**src/rtl/tse_sync_filter.sv**
```systemverilog
// tse_sync_filter: multi-channel single-bit synchroniser with optional stability filter
// and per-channel rise/fall pulses for quasi-static status/control bits.
module tse_sync_filter #(
    parameter int N_CH = 16,
    parameter int STAGES = 2,
    parameter int FILTER_CYCLES = 0,
    parameter logic [N_CH-1:0] RST_VAL = {N_CH{1'b0}}
) (
    input  logic            clk,
    input  logic            reset,
    input  logic [N_CH-1:0] async_i,
    output logic [N_CH-1:0] sync_o,
    output logic [N_CH-1:0] rise_o,
    output logic [N_CH-1:0] fall_o,
    output logic            change_o
);
    logic [N_CH-1:0] chain [STAGES];
    logic [N_CH-1:0] s;
    logic [N_CH-1:0] prev;

    always_ff @(posedge clk) begin
        if (reset) begin
            for (int k = 0; k < STAGES; k++) chain[k] <= RST_VAL;
        end else begin
            chain[0] <= async_i;
            for (int k = 1; k < STAGES; k++) chain[k] <= chain[k-1];
        end
    end

    assign s = chain[STAGES-1];

    generate
        if (FILTER_CYCLES > 0) begin : g_filt
            localparam int CW = $clog2(FILTER_CYCLES + 1);
            localparam logic [CW-1:0] CMAX = CW'(FILTER_CYCLES - 1);
            logic [N_CH-1:0] filt;
            logic [CW-1:0] cnt [N_CH];
            // a differing value must persist FILTER_CYCLES edges; any return to filt restarts the count
            always_ff @(posedge clk) begin
                if (reset) begin
                    filt <= RST_VAL;
                    for (int i = 0; i < N_CH; i++) cnt[i] <= '0;
                end else begin
                    for (int i = 0; i < N_CH; i++) begin
                        if (s[i] == filt[i]) begin
                            cnt[i] <= '0;
                        end else if (cnt[i] == CMAX) begin
                            filt[i] <= s[i];
                            cnt[i] <= '0;
                        end else begin
                            cnt[i] <= cnt[i] + CW'(1);
                        end
                    end
                end
            end
            assign sync_o = filt;
        end else begin : g_nofilt
            assign sync_o = s;
        end
    endgenerate

    // prev resets alongside sync_o so reset itself never produces an edge pulse
    always_ff @(posedge clk) begin
        if (reset) prev <= RST_VAL;
        else prev <= sync_o;
    end

    assign rise_o = sync_o & ~prev;
    assign fall_o = ~sync_o & prev;
    assign change_o = |(rise_o | fall_o);
endmodule

```
**config.mk**
```make
export PLATFORM = sky130hd
export DESIGN_NAME = tse_sync_filter
export DESIGN_NICKNAME = d
export VERILOG_FILES = /design/src/rtl/tse_sync_filter.sv
export SDC_FILE = /design/constraint.sdc
export NUM_CORES = 1
export LEC_CHECK = 0
export ABC_CLOCK_PERIOD_IN_PS = 1600
export CORE_ASPECT_RATIO = 1.75
export CORE_MARGIN = 5
export CORE_UTILIZATION = 40
export DETAILED_ROUTE_END_ITERATION = 8
export GPL_TIMING_DRIVEN = 0
export PLACE_DENSITY = 0.72
export REMOVE_ABC_BUFFERS = 1
export SLEW_MARGIN = 10
export SYNTH_ARGS = -nofsm -noshare
export SYNTH_HDL_FRONTEND = slang
export SYNTH_SLANG_ARGS = --single-unit
```
**constraint.sdc**
```tcl
create_clock -name clk -period 1.6 [get_ports clk]
set_clock_uncertainty 0.15 [all_clocks]
set_input_delay 0.16 -clock clk [delete_from_list [all_inputs] [get_ports clk]]
set_output_delay 0.16 -clock clk [all_outputs]
set_load 0.05 [all_outputs]
```
======== Word-level counts from Yosys, hierarchy flattened ========
Memories as Yosys holds them, arrays and structs flattened.
Index checks and enable logic that the tools add are counted.
word-level totals
  bits in latches ......................... 0
  register bits after elaboration ......... 16
  memories ................................ 1
  memory bits (read-only) ................. 0
  logic and storage cells ................. 15
  bits in writable memories ............... 32
memory list
  name   words  bits a word  read ports  clocked after memory_dff  wr ports  line  text
  chain  2      16           2           0                         2         17    logic [N_CH-1:0] chain [STAGES];
operators by class
  multipliers ............................. 0
  shift operators ......................... 0
  bitwise operators ....................... 7
  order comparisons ....................... 0
  add/subtract/negate cells ............... 0
  div/mod/pow operators ................... 0
  equality and inequality tests ........... 0
  reductions and logical operators ........ 1
  muxes and demuxes ....................... 5
operators by type and width
  operator          count
  $and 16x16->16    2
  $mux 16           2
  $not 16->16       2
  $or 16x16->16     1
  $reduce_or 16->1  1
  $mux 1            3
  $or 1x1->1        2

======== Longest topological paths before layout ========
Gate-level depths: netlist of run 1.
  depth in word-level cells ............... 4
  depth in mapped cells ................... 4

======== Worst setup path before layout of run 1 ========
OpenSTA, ideal clock, no wires.
  path kind ............................... flip-flop to output port
  start point ............................. memory chain[1][10] (netlist: chain[0][26])
  end point ............................... output port change_o
  stages on the path, launching flop included .. 5
  arrival time ............................ 1.494 ns
  required time ........................... 1.290 ns
  slack ................................... -0.204 ns
  cells stage by stage .................... dfxtp_1 -> inv_1 -> ha_1 -> nand4_1 -> or4_1
RTL lines
  element      line  text
  from (decl)  17
  to (decl)    15    output logic change_o

==> impl_results.md, run 1 <==
* Type of the worst setup path: register to primary output
* Beginning of the worst hold path: async_i[12]
* H-tree level count at 2
* Relative slew slack at 0.4662
* Share of cells above drive strength 1 at 0.2851
* 1st-iter DRT viols at 5
* Clock transition at the registers of the reported paths at 0.08 ns
* I/O pins at 67
* CTS Hold Buffers Added at 0
* Slack of the critical path at -0.4706 ns
* Power density over the cells at 877.6 nW/um^2
* Worst reg2reg path depth at 3
* Post-Synthesis Mean Instance Area at 10.31 sq um
* Actual transition at the worst max-transition pin at 0.8008 ns
* Cell chain of the critical path: inv_1 -> ha_1 -> nand4_1 -> or4_4 -> buf_8
* Area of the die at 6331 sq um
* Count of buffer and inverter cells on the critical path at 2
* Number of endpoints with negative hold slack in the final report at 0
* Area share of xor/xnor cells in the synthesized design at 0
* Initial core utilization at 0.4108
* Number of synthesis warnings at 0
* Count of input and output buffers at 66
* Worst flop-to-flop path endpoint: prev[9]
* Largest net degree at the start of global routing at 49
* Multiplexer area fraction after synthesis at 0
* Worst Setup Start Kind: register
* Post-synthesis instance total at 186
* Dominant delay contributor by cell family on the critical path: simple AND/OR/NAND/NOR gates
* Dpl cells at 283
* Via count of the first global-routing pass at 1249
* GRT Util Overall at 0.1096
* Setup-failing EPs final at 1
* Combinational share of power at 0.163
* Main combinational cell family by area after synthesis: adder cells
* Total number of cells along the worst setup path at 5
* Startpoint of the most critical register-to-register path: chain[0][25]
* Kind of path behind the tightest hold check: primary input to register
* Count of antenna-violating nets left after detailed routing at 0
* Synthesis-stage register bit count at 48
* Area inside the core boundary at around 4700 sq um
* Cts bufs inserted at 5
* IR Drop Worst-Case VDD at roughly 680 uV
* Area growth from synthesis to layout at 40.08%
* First-pass DRT Iterations at 4
* Total number of vias at approximately 1.3k
* Clock group share of total power at 0.300
* Final GP Congestion at 0.7481
* Worst-skew pair later-pin latency at 0.28 ns
* Post-synthesis compound-gate area fraction at 0
* DRC at 0
* Min Hold Slack at between 0.2 and 0.3 ns
* Sum of internal, switching and leakage power at 2.356 mW
* Total congestion overflow after global routing at 0
* Root Buffer: sky130_fd_sc_hd__clkbuf_8
* Net Sw Frac at 0.2613
* Dpl hpwl at 2491 um
* Fraction of the mapped netlist area in simple logic gates at 0.1527
* Final Instance Count excl. Fillers at about 300
* Total wire length at ~3300 um
* Status: finished, violations left
* Static Leak at 1.182 nW
* Share of the clock period used by the worst path after layout at 1.294
* Maximum number of buffers from clock root to sink at 2
* Floorplan row count at 33
* Total of max-cap violations at 0
* Fmax at 483.0 MHz
* Clock tree from TritonCTS: built
* Detail-routed net length per standard cell at 11.01 um
* Max Slew Vio Count at 0
* Count of fill cells added during filler insertion at between 400 and 500
* Die outline width at 62.33 um
* Part of the total power dissipated in sequential elements at 0.536
* Final worst path period need at around 2.1 ns
* Antenna diode instance count at 0
* Post-synthesis share of cell area spent on full adders, half adders and majority gates at 0.2089
* R2R setup slack at 0.79 ns
* Initial antenna violation count at 0
* Nature of the critical path endpoint: primary output
* Last element of the critical path: change_o
* Number of clock sinks at 48
* CP required at around 1.3 ns
* Violations in the final reports: negative setup slack
* Summed area of non-filler cells in the final layout at 2685 sq um
* Via count normalized by instance count at approximately 4.2
* Post-synthesis cell type count at 10
* Power spent charging and discharging nets at 0.6156 mW
* Post-Syn Area at 1917 sq um
* Placed Area at between 2000 and 2500 sq um
* Worst-path fanout max at 3
* Slowest cell delay on critical path at 0.55 ns
* DIE HEIGHT at ~100 um
* Final #Nets at slightly below 300
* First-pass GRT wire length at 5478 um
* Setup repair after global routing missed its margin: yes
* Origin of the worst setup path: chain[0][19]
* Internal Power at 1.741 mW
* Fraction of the yosys area taken by sequential cells at 0.5013
* Crit path DAT at 1.76 ns
* Cell with the largest stage delay on the worst path: sky130_fd_sc_hd__or4_4
==> cell usage after synthesis <==
| cell | n | share of area |
|---|---|---|
| sky130_fd_sc_hd__nor2b_1 | 32 | 0.10 |
| sky130_fd_sc_hd__clkbuf_1 | 2 | 0.0039 |
| sky130_fd_sc_hd__buf_2 | 3 | 0.0078 |
| sky130_fd_sc_hd__inv_1 | 32 | 0.063 |
| sky130_fd_sc_hd__ha_1 | 32 | 0.21 |
| sky130_fd_sc_hd__nor2_1 | 16 | 0.031 |
| sky130_fd_sc_hd__nand4_1 | 4 | 0.013 |
| sky130_fd_sc_hd__dfxtp_1 | 48 | 0.50 |
| sky130_fd_sc_hd__or4_1 | 1 | 0.0039 |
| sky130_fd_sc_hd__buf_4 | 16 | 0.063 |
==> layout by cell type, fill, tap and decap left out <==
cell type / n
sky130_fd_sc_hd__clkbuf_2: 1
sky130_fd_sc_hd__nor2b_1: 32
sky130_fd_sc_hd__nand4_1: 4
sky130_fd_sc_hd__clkdlybuf4s50_1: 16
sky130_fd_sc_hd__dlygate4sd2_1: 9
sky130_fd_sc_hd__clkdlybuf4s15_1: 7
sky130_fd_sc_hd__inv_2: 3
sky130_fd_sc_hd__buf_4: 10
sky130_fd_sc_hd__nor2_1: 16
sky130_fd_sc_hd__ha_4: 2
sky130_fd_sc_hd__ha_1: 30
sky130_fd_sc_hd__buf_8: 1
sky130_fd_sc_hd__buf_2: 9
sky130_fd_sc_hd__clkbuf_8: 6
sky130_fd_sc_hd__inv_1: 29
sky130_fd_sc_hd__clkbuf_1: 2
sky130_fd_sc_hd__dfxtp_2: 15
sky130_fd_sc_hd__clkdlybuf4s15_2: 23
sky130_fd_sc_hd__dfxtp_1: 33
sky130_fd_sc_hd__or4_4: 1
==> cells by family after synthesis <==
family,Yosys count
AND/OR/NAND/NOR,53
buffers and inverters,53
flip-flops,48
adder cells (fa/ha/maj),32
==> cell type report <==
type                            instances  area [sq um]  area share
Sequential cell                        48         979.7      0.3649
Multi-Input combinational cell         85         721.9      0.2689
Timing Repair Buffer                   76         708.2      0.2637
Inverter                               32         120.1     0.04473
Clock buffer                            8         90.09     0.03355
Tap cell                               52         65.06     0.02423
==> power by group through the flow <==
stage               registers [mW]  clock network (mW)  logic, mW
global route                  1.27               0.797      0.416
global placement              1.29                   0      0.388
finish                        1.26               0.707      0.385
detailed placement            1.29                   0      0.389
CTS                           1.26               0.740      0.392
floorplan                     1.34                   0      0.188
==> layer usage <==
metal  share of wire  vias to the layer above  wire length, um  global-route usage
li1                -                      658                -                   -
met4           0.020                        0               67             0.05392
met5               0                        -                0                   0
met2            0.56                       37             1844              0.2101
met3           0.064                        5              213             0.03108
met1            0.36                      565             1188              0.1049
==> worst min path at each step <==
| stage | endpoint | slack [ns] | depth (start not counted) |
|---|---|---|---|
| final | chain[0][12] | 0.26 | 2 |
| after global routing | chain[0][1] | 0.26 | 2 |
| after CTS | chain[0][12] | 0.25 | 2 |
| after detailed placement | chain[0][26] | 0.27 | 1 |
| after global placement | chain[0][20] | 0.27 | 1 |
| after floorplan | prev[0] | 0.08 | 1 |
==> registers in the layout, summed over array words and instances, names as in the netlist <==
name   count
chain     32
prev      16
==> per-stage QoR <==
step | TNS [ns] | utilization | setup WS (ns)
4_1_cts | -0.4953 | 0.5776 | -0.4953
6_report | -0.4706 | 0.5755 | -0.4706
3_5_place_dp | -1.608 | 0.5347 | -0.8011
3_3_place_gp | -28.64 | 0.5358 | -0.7760
5_1_grt | -0.5516 | 0.5755 | -0.5516
2_1_floorplan | -0.5950 | - | -0.5950
==> repair_timing <==
item / CTS / global route
pin swaps: 8 / 4
buffers inserted: 9 / 1
resized for setup: 140 / 24
setup endpoints to repair: 49 / 16
No activity file was read; power rests on OpenSTA's default activity.
==> inputs of run 2 (changes only) <==
- ABC_CLOCK_PERIOD_IN_PS: 1600 -> unset
==> results of run 2 <==
The final DEF is identical to that of run 1; final timing and power are the same.
